==> src/rtl/game_pkg.sv <==
// Shared game definitions: grid size, play state code, heading encoding,
// FSM state encoding for the shell manager and the one-cell step helper.
package game_pkg;

    localparam int GRID_W = 64;
    localparam int GAME_H = 44;

    localparam logic [1:0] STATE_PLAY = 2'd1;

    typedef enum logic [1:0] {
        UP    = 2'd0,
        RIGHT = 2'd1,
        DOWN  = 2'd2,
        LEFT  = 2'd3
    } dir_t;

    typedef enum logic [2:0] {
        S_IDLE  = 3'd0,
        S_SCAN  = 3'd1,
        S_WAIT  = 3'd2,
        S_CHECK = 3'd3,
        S_SPAWN = 3'd4,
        S_SWAIT = 3'd5,
        S_SCHK  = 3'd6
    } shell_state_t;

    typedef struct packed {
        logic       oob;
        logic [5:0] x;
        logic [5:0] y;
    } cell_step_t;

    // Next cell one step along dir; oob is set when the step would leave the grid.
    function automatic cell_step_t step(input logic [5:0] x, input logic [5:0] y, input dir_t dir,
                                        input logic [5:0] max_x = 6'(GRID_W - 1),
                                        input logic [5:0] max_y = 6'(GAME_H - 1));
        cell_step_t r;
        r.oob = 1'b0;
        r.x   = x;
        r.y   = y;
        case (dir)
            UP:    if (y == 6'd0)  r.oob = 1'b1; else r.y = y - 6'd1;
            RIGHT: if (x == max_x) r.oob = 1'b1; else r.x = x + 6'd1;
            DOWN:  if (y == max_y) r.oob = 1'b1; else r.y = y + 6'd1;
            LEFT:  if (x == 6'd0)  r.oob = 1'b1; else r.x = x - 6'd1;
            default: r.oob = 1'b1;
        endcase
        return r;
    endfunction

endpackage

==> src/rtl/shell_match.sv <==
// Registered hit detector: flags whether any active slot sits on the query cell.
// One cycle of latency, independent of whatever else the owner is doing.
module shell_match
    import game_pkg::*;
#(
    parameter int N = 4
) (
    input  logic                clk,
    input  logic                rst_n,
    input  logic [N-1:0][5:0]   slot_x,
    input  logic [N-1:0][5:0]   slot_y,
    input  logic [N-1:0]        active,
    input  logic [5:0]          req_x,
    input  logic [5:0]          req_y,
    output logic                hit
);

    logic hit_s;
    logic hit_r;

    // OR of per-slot position matches over the active slots.
    always_comb begin
        hit_s = 1'b0;
        for (int i = 0; i < N; i++) begin
            hit_s = hit_s | (active[i] & (slot_x[i] == req_x) & (slot_y[i] == req_y));
        end
    end

    // Register the match so the renderer sees it exactly one cycle later.
    always_ff @(posedge clk or negedge rst_n) begin
        if (!rst_n) hit_r <= 1'b0;
        else        hit_r <= hit_s;
    end

    assign hit = hit_r;

endmodule

==> src/rtl/shell_unit.sv <==
// Per-player shell manager. Shells advance one cell every MOVE_PERIOD frames,
// are retired on leaving the grid or hitting a wall, and new shells spawn in
// front of the tank on a latched fire request. All updates run in the short
// window right after the renderer drops its busy flag.
module shell_unit
    import game_pkg::*;
#(
    parameter int WIDTH       = GRID_W,
    parameter int GAME_HEIGHT = GAME_H,
    parameter int MAX_SHELLS  = 4,
    parameter int MOVE_PERIOD = 2
) (
    input  logic                  clk,
    input  logic                  rst_n,
    input  logic [1:0]            i_state,
    input  logic                  i_buzy,
    input  logic                  i_fire,
    input  logic [5:0]            i_tank_x,
    input  logic [5:0]            i_tank_y,
    input  logic [1:0]            i_tank_dir,
    input  logic [5:0]            i_request_x,
    input  logic [5:0]            i_request_y,
    output logic                  o_is_shell,
    output logic [5:0]            o_wall_x,
    output logic [5:0]            o_wall_y,
    input  logic                  i_is_wall,
    output logic [MAX_SHELLS-1:0] o_active,
    output logic                  o_fire_ack
);

    localparam int IDX_W = (MAX_SHELLS > 1) ? $clog2(MAX_SHELLS) : 1;
    localparam int CNT_W = (MOVE_PERIOD > 1) ? $clog2(MOVE_PERIOD) : 1;
    localparam logic [IDX_W-1:0] LAST_IDX = IDX_W'(MAX_SHELLS - 1);
    localparam logic [CNT_W-1:0] LAST_CNT = CNT_W'(MOVE_PERIOD - 1);
    localparam logic [5:0]       MAX_X    = 6'(WIDTH - 1);
    localparam logic [5:0]       MAX_Y    = 6'(GAME_HEIGHT - 1);

    // Slot storage and control state
    logic [MAX_SHELLS-1:0][5:0] slot_x_r;
    logic [MAX_SHELLS-1:0][5:0] slot_y_r;
    dir_t [MAX_SHELLS-1:0]      slot_dir_r;
    logic [MAX_SHELLS-1:0]      active_r;
    shell_state_t               state_r, state_nxt_s;
    logic [IDX_W-1:0]           idx_r, idx_nxt_s;
    logic [CNT_W-1:0]           frame_cnt_r;
    logic                       buzy_d_r;
    logic                       pending_r;
    logic                       fire_ack_r;
    logic [5:0]                 wall_x_r, wall_y_r;
    dir_t                       spawn_dir_r;

    // Decoded control
    logic       play_s, frame_edge_s, move_frame_s, last_slot_s;
    logic       free_any_s;
    logic [IDX_W-1:0] free_idx_s;
    cell_step_t cur_step_s, spawn_step_s;
    logic       wall_load_s, spawn_dir_ld_s, clear_s, commit_s, spawn_s, pend_clr_s, ack_s;
    logic [5:0] wall_x_nxt_s, wall_y_nxt_s;

    assign play_s       = (i_state == STATE_PLAY);
    assign frame_edge_s = buzy_d_r & ~i_buzy;
    assign move_frame_s = frame_edge_s & (frame_cnt_r == LAST_CNT);
    assign last_slot_s  = (idx_r == LAST_IDX);
    assign cur_step_s   = step(slot_x_r[idx_r], slot_y_r[idx_r], slot_dir_r[idx_r], MAX_X, MAX_Y);
    assign spawn_step_s = step(i_tank_x, i_tank_y, dir_t'(i_tank_dir), MAX_X, MAX_Y);

    // Lowest-numbered free slot; scanning downward lets the lowest index win.
    always_comb begin
        free_any_s = 1'b0;
        free_idx_s = {IDX_W{1'b0}};
        for (int i = MAX_SHELLS - 1; i >= 0; i--) begin
            free_idx_s = active_r[i] ? free_idx_s : IDX_W'(i);
            free_any_s = free_any_s | ~active_r[i];
        end
    end

    // FSM state and slot cursor; leaving PLAY abandons any update in flight.
    always_ff @(posedge clk or negedge rst_n) begin
        if (!rst_n) begin
            state_r <= S_IDLE;
            idx_r   <= {IDX_W{1'b0}};
        end else if (!play_s) begin
            state_r <= S_IDLE;
            idx_r   <= {IDX_W{1'b0}};
        end else begin
            state_r <= state_nxt_s;
            idx_r   <= idx_nxt_s;
        end
    end

    // Next-state decode plus the strobes that drive the slot datapath.
    always_comb begin
        state_nxt_s    = state_r;
        idx_nxt_s      = idx_r;
        wall_load_s    = 1'b0;
        wall_x_nxt_s   = wall_x_r;
        wall_y_nxt_s   = wall_y_r;
        spawn_dir_ld_s = 1'b0;
        clear_s        = 1'b0;
        commit_s       = 1'b0;
        spawn_s        = 1'b0;
        pend_clr_s     = 1'b0;
        ack_s          = 1'b0;
        case (state_r)
            S_IDLE: begin
                if (frame_edge_s) begin
                    state_nxt_s = move_frame_s ? S_SCAN : S_SPAWN;
                    idx_nxt_s   = {IDX_W{1'b0}};
                end else begin
                    state_nxt_s = S_IDLE;
                end
            end
            S_SCAN: begin
                if (!active_r[idx_r] || cur_step_s.oob) begin
                    // Out-of-grid shells retire here without touching the map port.
                    clear_s     = active_r[idx_r];
                    state_nxt_s = last_slot_s ? S_SPAWN : S_SCAN;
                    idx_nxt_s   = last_slot_s ? idx_r : idx_r + IDX_W'(1);
                end else begin
                    wall_load_s  = 1'b1;
                    wall_x_nxt_s = cur_step_s.x;
                    wall_y_nxt_s = cur_step_s.y;
                    state_nxt_s  = S_WAIT;
                end
            end
            S_WAIT: state_nxt_s = S_CHECK;
            S_CHECK: begin
                if (i_is_wall) clear_s  = 1'b1;
                else           commit_s = 1'b1;
                state_nxt_s = last_slot_s ? S_SPAWN : S_SCAN;
                idx_nxt_s   = last_slot_s ? idx_r : idx_r + IDX_W'(1);
            end
            S_SPAWN: begin
                if (!pending_r) begin
                    state_nxt_s = S_IDLE;
                end else if (!free_any_s || spawn_step_s.oob) begin
                    pend_clr_s  = 1'b1;
                    state_nxt_s = S_IDLE;
                end else begin
                    wall_load_s    = 1'b1;
                    wall_x_nxt_s   = spawn_step_s.x;
                    wall_y_nxt_s   = spawn_step_s.y;
                    spawn_dir_ld_s = 1'b1;
                    state_nxt_s    = S_SWAIT;
                end
            end
            S_SWAIT: state_nxt_s = S_SCHK;
            S_SCHK: begin
                if (!i_is_wall) begin
                    spawn_s = 1'b1;
                    ack_s   = 1'b1;
                end else begin
                    spawn_s = 1'b0;
                end
                pend_clr_s  = 1'b1;
                state_nxt_s = S_IDLE;
            end
            default: state_nxt_s = S_IDLE;
        endcase
    end

    // Slot array, fire latch, frame counter, wall-query address and ack pulse.
    always_ff @(posedge clk or negedge rst_n) begin
        if (!rst_n) begin
            slot_x_r    <= '0;
            slot_y_r    <= '0;
            slot_dir_r  <= {MAX_SHELLS{UP}};
            active_r    <= {MAX_SHELLS{1'b0}};
            frame_cnt_r <= {CNT_W{1'b0}};
            buzy_d_r    <= 1'b0;
            pending_r   <= 1'b0;
            fire_ack_r  <= 1'b0;
            wall_x_r    <= 6'd0;
            wall_y_r    <= 6'd0;
            spawn_dir_r <= UP;
        end else begin
            buzy_d_r <= i_buzy;
            if (!play_s) begin
                active_r    <= {MAX_SHELLS{1'b0}};
                frame_cnt_r <= {CNT_W{1'b0}};
                pending_r   <= 1'b0;
                fire_ack_r  <= 1'b0;
            end else begin
                if (frame_edge_s) begin
                    frame_cnt_r <= move_frame_s ? {CNT_W{1'b0}} : frame_cnt_r + CNT_W'(1);
                end
                // A fresh pulse re-arms even on the cycle the old request is consumed.
                pending_r  <= i_fire | (pending_r & ~pend_clr_s);
                fire_ack_r <= ack_s;
                if (wall_load_s) begin
                    wall_x_r <= wall_x_nxt_s;
                    wall_y_r <= wall_y_nxt_s;
                end
                if (spawn_dir_ld_s) spawn_dir_r <= dir_t'(i_tank_dir);
                if (clear_s) active_r[idx_r] <= 1'b0;
                if (commit_s) begin
                    slot_x_r[idx_r] <= wall_x_r;
                    slot_y_r[idx_r] <= wall_y_r;
                end
                if (spawn_s) begin
                    active_r[free_idx_s]   <= 1'b1;
                    slot_x_r[free_idx_s]   <= wall_x_r;
                    slot_y_r[free_idx_s]   <= wall_y_r;
                    slot_dir_r[free_idx_s] <= spawn_dir_r;
                end
            end
        end
    end

    shell_match #(.N(MAX_SHELLS)) u_match (
        .clk    (clk),
        .rst_n  (rst_n),
        .slot_x (slot_x_r),
        .slot_y (slot_y_r),
        .active (active_r),
        .req_x  (i_request_x),
        .req_y  (i_request_y),
        .hit    (o_is_shell)
    );

    assign o_wall_x   = wall_x_r;
    assign o_wall_y   = wall_y_r;
    assign o_active   = active_r;
    assign o_fire_ack = fire_ack_r;

endmodule

==> config.mk <==
export PLATFORM = sky130hd
export DESIGN_NAME = shell_unit
export DESIGN_NICKNAME = d
export VERILOG_FILES = /design/src/rtl/game_pkg.sv /design/src/rtl/shell_match.sv /design/src/rtl/shell_unit.sv
export SDC_FILE = /design/constraint.sdc
export NUM_CORES = 1
export LEC_CHECK = 0
export BUFFER_PORTS_ARGS = -buffer_cell sky130_fd_sc_hd__buf_2
export CAP_MARGIN = 20
export CORE_ASPECT_RATIO = 1.1
export CORE_MARGIN = 1.5
export CORE_UTILIZATION = 29
export DETAILED_ROUTE_END_ITERATION = 10
export PLACE_DENSITY = 0.48
export SLEW_MARGIN = 30
export SYNTH_ARGS = -nofsm -noshare
export SYNTH_HDL_FRONTEND = slang
export SYNTH_SLANG_ARGS = --single-unit
==> constraint.sdc <==
create_clock -name clk -period 4.8 [get_ports clk]
set_input_delay 0.72 -clock clk [delete_from_list [all_inputs] [get_ports clk]]
set_output_delay 0.72 -clock clk [all_outputs]
set_load 0.01 [all_outputs]
==> reports/metrics.cfg, run 1 <==
[synthesis]
ys.flop_type=dfrtp_1
synth-simple-area-share_pct=13.0
synth_cells=598
syn_nets=646
synth.distinct_cells=61
synthArstFlopShare_pct=100
syn_area_um2=6080
avgSynthCellArea_um2=10.2
synth_top_cells_by_count=dfrtp_1, mux2_2, xor2_1
synth.most_common_cell=dfrtp_1
synth_top_family_by_area=multiplexers
ys_seq_area_share_pct=34.6
synth_adder_area_share_pct=3.09
synthXorXnorAreaFrac_pct=8.64
yosys_warnings=0
synth.area.mux_share_pct=22.0
ys_top_cells_by_area=dfrtp_1, mux2_2, xor2_1
ys_seq_elements=84
synth.largest_area_cell=dfrtp_1
synth_compound_area_share_pct=14.6
synth_top_cell_area_share_pct=34.6
synth_edf_count=0

[sta]
finalWorstSetupSlack_ns=0.861
max_slew_margin_pct=41.8
max_freq_mhz=254
slew_viol_final=0
rsz0062_at_grt=no
period_needed_ns=3.94
setup_viol=0
hold_violations=0
finalSetupTns_ns=0
timing.final.crit_share_pct=82.1
worst_pin_slew_ns=0.873
clock-skew-final_ns=0.0103

[critical_path]
endpoint_kind=flip-flop
cp_cell_sequence=buf_4 -> mux4_2 -> inv_1 -> ha_1 -> nand2_1 -> o22ai_1 -> a311oi_2 -> a21oi_2 -> nand2_2 -> a32o_1 -> mux2_4
cp-startpoint=idx_r[0]
critPathKind=reg -> reg
worstSetupPathDepth=11
path_max_fanout=12
reg2reg_depth=11
start_kind=flip-flop
path_delay_family=compound AO/OA/AOI/OAI gates
crit_end=o_wall_x[5]
r2r-start=idx_r[0]
r2r_slack_ns=0.86
max_stage_delay_ns=0.65
worst-path-buf-inv=2
slowest_stage=dfrtp_1
critical_path_arrival_ns=4.16
required_ns=5.03
regToRegEndpoint=o_wall_x[5]

[worst_hold_path]
hp-class=in -> async

[grt]
antenna_found_initial=0
grt_start_max_net_pins=58
track_usage_pct=17.0
grt_pass1_wl_um=28600
grt_pass1_vias=4895
grt_overflow=0

[placement]
place.gp.congestion=0.886
io_buffers=50
pre_cts_ws_ns=0.872
dp_hpwl_um=13700

[drt]
drc_errors=0
drtAntennaViolNets=0
routed_wl_um=18000
first_pass_iters=4
viasPerCell=5.47
vias=4900
first_iter_violations=205
routedWlPerCell_um=20.1

[die]
core-area_um2=20600
die_x_um=141
die_area_um2=21800
io-pin-count=51
die_y_um=155
rows=55
floorplan.initialDensity_pct=29.5

[clock_tree]
ctsResizeCount=0
clock_sinks=84
cts_root_buffer=clkbuf_16
cts_hold_buffers=0
clk_latency_ns=0.35
cts_tree=done
cts_inserted_buffers=9
cts_setup_buffers=0
h-tree-depth=3
clkTransAtPathRegs_ns=0.06
clock_path_buffers=2

[layout]
syn_to_final_growth_pct=13.2
drive_above_1_share_pct=26.3
n_antenna_cell=0
fillers=2068
final_nets=682

[run_status]
status=complete, no violations

[power_and_ir_drop]
ir_drop_mv=0.183
powerDensity_nw_per_um2=236
p_leak_uw=0.00307

[flow_run]
cap_violations=0

-- flip-flops by register name (all words and copies together) (netlist names) --
| register | flops |
|---|---|
| buzy_d_r | 1 |
| frame_cnt_r | 1 |
| idx_r | 2 |
| o_active | 4 |
| o_fire_ack | 1 |
| o_wall_x | 6 |
| o_wall_y | 6 |
| pending_r | 1 |
| slot_dir_r | 8 |
| slot_x_r | 24 |
| slot_y_r | 24 |
| spawn_dir_r | 2 |
| state_r | 3 |
| u_match.hit | 1 |
-- layout make-up --
class                      count  area (um^2)  share of cell area [%]
multi-input combinational    457         3730                    54.2
timing repair buffer          58          313                    4.55
inverter                      24         90.1                    1.31
sequential                    84         2100                    30.6
clock buffer                  13          260                    3.78
tap                          256          320                    4.66
clock inverter                 3         68.8                    1.00
-- worst reg2reg max path, cell delays in order, from the launching register on --
cell	delay [ns]
dfrtp_1	0.65
buf_4	0.30
mux4_2	0.60
inv_1	0.12
ha_1	0.19
nand2_1	0.06
o22ai_1	0.38
a311oi_2	0.24
a21oi_2	0.25
nand2_2	0.11
a32o_1	0.51
mux2_4	0.41
-- how the worst min path moves through the flow --
stage / startpoint / to / depth (start not counted)
floorplan: rst_n / buzy_d_r / 0
global placement: slot_dir_r[4] / slot_dir_r[4] / 1
detailed placement: slot_dir_r[6] / slot_dir_r[6] / 1
CTS: rst_n / slot_x_r[2] / 1
global route: rst_n / slot_x_r[16] / 1
finish: rst_n / slot_x_r[16] / 1
-- logic make-up after synthesis --
| group | Yosys count |
|---|---|
| muxes | 101 |
| and+or+nand+nor | 154 |
| buffers and inverters | 57 |
| adders and majority gates | 15 |
| DFF | 84 |
| xor gates and xnor gates | 60 |
| AOI/OAI and AO/OA | 127 |
-- layer usage --
metal / vias to the layer above / global-route usage, % / part of all wire (%)
met5: - / 0 / 0
met4: 0 / 4.02 / 1.1
met3: 14 / 2.52 / 3.0
met2: 92 / 29.4 / 51
met1: 2510 / 22.5 / 45
li1: 2284 / - / -
-- through the flow --
| stage | cell area, um^2 | utilization (%) | cells | power [uW] | hold slack (ns) |
|---|---|---|---|---|---|
| 2_1_floorplan | 6080 | - | 598 | 801 | 0.424 |
| 5_1_grt | 6880 | 33.4 | 895 | 1680 | 0.488 |
| 3_5_place_dp | 6550 | 31.8 | 879 | 861 | 0.521 |
| 3_3_place_gp | 6550 | 31.8 | 879 | 859 | 0.514 |
| 6_report | 6880 | 33.4 | 895 | 1620 | 0.434 |
| 4_1_cts | 6880 | 33.4 | 895 | 1640 | 0.458 |
-- power by group --
part | switching, uW | leakage [uW] | internal [uW] | total (uW)
logic | 84.2 | 0.00175 | 46.7 | 131
clock network | 291 | 0.000160 | 486 | 776
registers | 5.42 | 0.00117 | 712 | 717
-- cells in the final DEF, fill, tap and decap left out, types with 5 or more instances in the layout --
cell type  Yosys  final
dfrtp_1       84     84
o211ai_1       5      5
nand2_1       31     31
a31oi_1       14     14
a211oi_1       6      6
buf_2          0     49
nand3_1       14     14
nor4_1         9      9
a21oi_1       31     31
inv_1         24     24
nor2_1        29     29
nor3_1        11     11
xnor2_1       28     28
ha_1          15     15
o21ai_0       24     24
nand2b_1      10     10
and3_1         5      5
or3_1          5      5
nor2b_1        8      8
mux2i_1       12     12
xor2_1        32     32
clkbuf_16      0      9
mux2_4         9      9
buf_4          4      9
nand4_1       19     19
mux2_2        65     65
mux4_2        12     12
(Power assumes the default switching activity.)
==> run 2: changes to the inputs <==
--- a/config.mk
+++ b/config.mk
@@ -11,7 +11,7 @@
 export CORE_MARGIN = 1.5
 export CORE_UTILIZATION = 29
 export DETAILED_ROUTE_END_ITERATION = 10
-export PLACE_DENSITY = 0.48
+export PLACE_DENSITY = 0.49
 export SLEW_MARGIN = 30
 export SYNTH_ARGS = -nofsm -noshare
 export SYNTH_HDL_FRONTEND = slang
==> constraint.sdc (replaced) <==
create_clock -name clk -period 3.3 [get_ports clk]
set_input_delay 0.495 -clock clk [delete_from_list [all_inputs] [get_ports clk]]
set_output_delay 0.495 -clock clk [all_outputs]
set_load 0.01 [all_outputs]
==> reports/metrics.cfg, run 2 (synthesis gave the netlist of run 1 again) <==
[sta]
slew_viol_final=0
hold_violations=0
worst_pin_slew_ns=0.828
max_slew_margin_pct=44.8
max_freq_mhz=328
finalSetupTns_ns=0
period_needed_ns=3.05
clock-skew-final_ns=0.0106
rsz0062_at_grt=no
setup_viol=0
timing.final.crit_share_pct=92.4
finalWorstSetupSlack_ns=0.252

[worst_hold_path]
hp-class=in -> async

[drt]
drc_errors=0
first_iter_violations=210
first_pass_iters=5
vias=5034
routed_wl_um=18300
viasPerCell=5.36
drtAntennaViolNets=0
routedWlPerCell_um=19.5

[power_and_ir_drop]
pwr-share-comb_pct=8.9
power_uw=2240
internal-power_uw=1700
powerDensity_nw_per_um2=312
clockPowerShare_pct=44.6
netSwitchingPower_uw=547
ir_drop_mv=0.216
switching_share_pct=24.4
power.share.sequential_pct=46.5
p_leak_uw=0.00328

[run_status]
status=complete, no violations

[grt]
grt_pass1_vias=5139
track_usage_pct=17.3
grt_overflow=0
antenna_found_initial=0
grt_start_max_net_pins=58
grt_pass1_wl_um=29100

[critical_path]
critPathKind=reg -> reg
max_stage_delay_ns=0.53
slowest_stage=mux4_2
r2r_slack_ns=0.25
cp_cell_sequence=buf_4 -> buf_4 -> mux4_2 -> buf_4 -> or4_1 -> nor2_1 -> xnor2_1 -> o21ai_0 -> a2bb2oi_1 -> mux2_4
required_ns=3.53
endpoint_kind=flip-flop
path_max_fanout=15
start_kind=flip-flop
critical_path_arrival_ns=3.28
cp_common_cell=buf_4

[flow_run]
cap_violations=0

[layout]
n_antenna_cell=0
final_nets=727
reg_top3=slot_x_r: 24 flops, slot_y_r: 24 flops, slot_dir_r: 8 flops
syn_to_final_growth_pct=18.3
drive_above_1_share_pct=31.3
instances_no_fill=940
final_cell_mix=dfrtp_1, mux2_2, buf_4
final_common_cell=dfrtp_1

[clock_tree]
cts_root_buffer=clkbuf_16
clock_sinks=84
cts_inserted_buffers=9
cts_tree=done
cts_hold_buffers=0
h-tree-depth=3
clkTransAtPathRegs_ns=0.06
clk_latency_ns=0.35
clock_path_buffers=2
cts_setup_buffers=0

[die]
io-pin-count=51
rows=55
core-area_um2=20600
floorplan.initialDensity_pct=29.5
die_x_um=141
die_y_um=155
die_area_um2=21800

[placement]
io_buffers=50
place.gp.congestion=0.899
dp_hpwl_um=14100
pre_cts_ws_ns=0.0792
dp.cells=924

[run 2: final timing paths]
| check | startpoint | end | cells after the start |
|---|---|---|---|
| setup / recovery | idx_r[0] | o_wall_x[5] | 10 |
| max in group asynchronous | rst_n | slot_x_r[11] | 2 |
| hold reg to reg | slot_dir_r[0] | slot_dir_r[0] | 1 |
| hold / removal | rst_n | o_active[1] | 1 |
| min in group clk | i_buzy | buzy_d_r | 1 |
| setup reg to reg | idx_r[0] | o_wall_x[5] | 10 |
[run 2: layer usage]
layer	share of wire, %	vias up	global-route usage, %
met5	0	-	0
met4	2.1	0	5.90
met3	3.5	22	2.55
met2	46	123	28.0
met1	48	2522	23.7
li1	-	2367	-
[run 2: layout make-up]
type	instances	area, um^2
fillers	2084	13400
multi-input cells	457	3740
flip-flops and latches	84	2100
repair buffers	103	651
well taps	256	320
clock buffers	12	236
inverters	24	90.1
clock inverters	4	50.0
[run 2: power by group through the flow]
stage	Clock [uW]	Sequential, uW	Combinational, uW
finish	1000	1040	200
global route	1070	1040	224
CTS	1030	1040	202
detailed placement	0	1060	200
global placement	0	1060	198
floorplan	0	1060	106
[run 2: worst max-delay path: cells and delay by family (launching register included)]
family / cells / cell delay [ns]
XOR/XNOR: 1 / 0.14
AO/OA/AOI/OAI: 2 / 0.28
multiplexers: 2 / 0.79
buffers and inverters: 3 / 0.68
flip-flops: 1 / 0.46
AND/OR/NAND/NOR: 2 / 0.59
[run 2: stage by stage]
stage               utilization [%]  hold WS [ns]  cell area [um^2]
floorplan                         -         0.199              6080
global placement               33.5         0.529              6890
detailed placement             33.5         0.528              6890
CTS                            34.9         0.241              7180
global route                   34.9         0.265              7190
finish                         34.9         0.219              7190
[run 2: repair_timing]
| item | CTS | global route |
|---|---|---|
| resized for setup | 0 | 3 |
| setup endpoints to repair | 0 | 16 |
| endpoints found under the hold margin | 0 | 0 |
==> run 3: changes to the inputs <==
--- a/config.mk
+++ b/config.mk
@@ -7,11 +7,13 @@
 export LEC_CHECK = 0
 export BUFFER_PORTS_ARGS = -buffer_cell sky130_fd_sc_hd__buf_2
 export CAP_MARGIN = 20
+export CELL_PAD_IN_SITES_DETAIL_PLACEMENT = 1
+export CELL_PAD_IN_SITES_GLOBAL_PLACEMENT = 2
 export CORE_ASPECT_RATIO = 1.1
 export CORE_MARGIN = 1.5
 export CORE_UTILIZATION = 29
 export DETAILED_ROUTE_END_ITERATION = 10
-export PLACE_DENSITY = 0.49
+export PLACE_DENSITY = 0.68
 export SLEW_MARGIN = 30
 export SYNTH_ARGS = -nofsm -noshare
 export SYNTH_HDL_FRONTEND = slang
==> reports/metrics.cfg, run 3 (synthesis gave the netlist of run 1 again) <==
[placement]
io_buffers=50
dp_hpwl_um=15000
pre_cts_ws_ns=-0.0367
place.gp.congestion=0.873
dpl-instance-area_um2=6760
dp.cells=906

[die]
floorplan.initialDensity_pct=29.5
die_y_um=155
core-area_um2=20600
die_x_um=141
die_area_um2=21800
rows=55
io-pin-count=51

[layout]
final_cell_mix=dfrtp_1, mux2_2, buf_2
fillers=2338
final_nets=709
drive_above_1_share_pct=29.9
reg_top3=slot_x_r: 24 flops, slot_y_r: 24 flops, slot_dir_r: 8 flops
final_util_pct=34.4
regArea_um2=2100
multi_input_area_um2=3730
final_common_cell=dfrtp_1
n_antenna_cell=0
instances_no_fill=922
syn_to_final_growth_pct=16.5
final_area_um2=7090

[critical_path]
r2r_slack_ns=0.20
start_kind=flip-flop
critPathKind=reg -> reg
crit_end=o_active[1]
reg2reg_depth=11
endpoint_kind=flip-flop
cp-startpoint=idx_r[0]
required_ns=3.51
path_max_fanout=7
regToRegEndpoint=o_active[1]
critical_path_arrival_ns=3.30
r2r-start=idx_r[0]

[drt]
drtAntennaViolNets=0
vias=5042
viasPerCell=5.47
first_iter_violations=301
drc_errors=0
routedWlPerCell_um=21.0
routed_wl_um=19400
first_pass_iters=4

[sta]
setup_viol=0
timing.final.crit_share_pct=93.9
worst_pin_slew_ns=0.786
finalWorstSetupSlack_ns=0.203
period_needed_ns=3.10
hold_ws_ns=0.184
rsz0062_at_grt=no
hold_violations=0
max_slew_margin_pct=47.6
slew_viol_final=0
clock-skew-final_ns=0.00825
max_freq_mhz=323

[run_status]
status=complete, no violations

[clock_tree]
clk_latency_ns=0.35
cts_inserted_buffers=9
clkTransAtPathRegs_ns=0.07
clock_sinks=84
clock_path_buffers=2
cts_tree=done
cts_setup_buffers=0
h-tree-depth=3
cts_root_buffer=clkbuf_16

[power_and_ir_drop]
p_leak_uw=0.00321
ir_drop_mv=0.244
powerDensity_nw_per_um2=332

[grt]
grt_pass1_vias=5413
track_usage_pct=18.6
antenna_found_initial=0
grt_overflow=0
grt_start_max_net_pins=85
grt_pass1_wl_um=31000

[flow_run]
cap_violations=0

[worst_hold_path]
hp-class=in -> async

-- run 3: how the worst min path moves through the flow --
stage,start,end,slack (ns),depth (start not counted)
2_1_floorplan,rst_n,buzy_d_r,0.20,0
3_3_place_gp,slot_dir_r[6],slot_dir_r[6],0.51,1
3_5_place_dp,slot_dir_r[6],slot_dir_r[6],0.52,1
4_1_cts,rst_n,slot_x_r[23],0.23,1
5_1_grt,rst_n,slot_x_r[17],0.25,1
6_report,rst_n,slot_x_r[17],0.18,1
-- run 3: cell type report --
cell class / instances / area share, %
Sequential cell: 84 / 29.7
Timing Repair Buffer: 85 / 7.33
Multi-Input combinational cell: 457 / 52.6
Clock buffer: 10 / 3.37
Tap cell: 256 / 4.52
Clock inverter: 6 / 1.22
Inverter: 24 / 1.27
-- run 3: worst max-delay path, stage by stage (launching register included) --
cell	delay (ns)
dfrtp_2	0.47
mux4_2	0.60
inv_1	0.13
ha_1	0.17
nor2b_1	0.14
a2bb2oi_1	0.12
o41ai_4	0.24
a21boi_4	0.24
nand2_2	0.09
buf_4	0.15
o41ai_2	0.46
a22oi_1	0.16
-- run 3: per-layer routing --
layer | up-vias | GRT usage [%] | part of all wire, %
met4 | 0 | 6.10 | 2.4
met2 | 102 | 32.3 | 51
li1 | 2331 | - | -
met5 | - | 0 | 0
met3 | 31 | 3.54 | 3.5
met1 | 2578 | 23.2 | 43
-- run 3: timing repair --
action                                  4_1_cts  5_1_grt
hold buffers                                  0        0
resized for setup                             1        1
endpoints found under the setup margin       11       15
-- run 3: power by group --
group / switching [uW] / total [uW] / internal, uW / leakage, uW
clock network: 428 / 1110 / 684 / 0.000159
registers: 7.59 / 1040 / 1030 / 0.00116
logic: 126 / 198 / 72.4 / 0.00189
-- run 3: through the flow --
step	total power (uW)	TNS, ns
after floorplan	1160	0
after global placement	1260	0
after detailed placement	1260	-0.125
after CTS	2380	0
after global routing	2440	0
final	2350	0
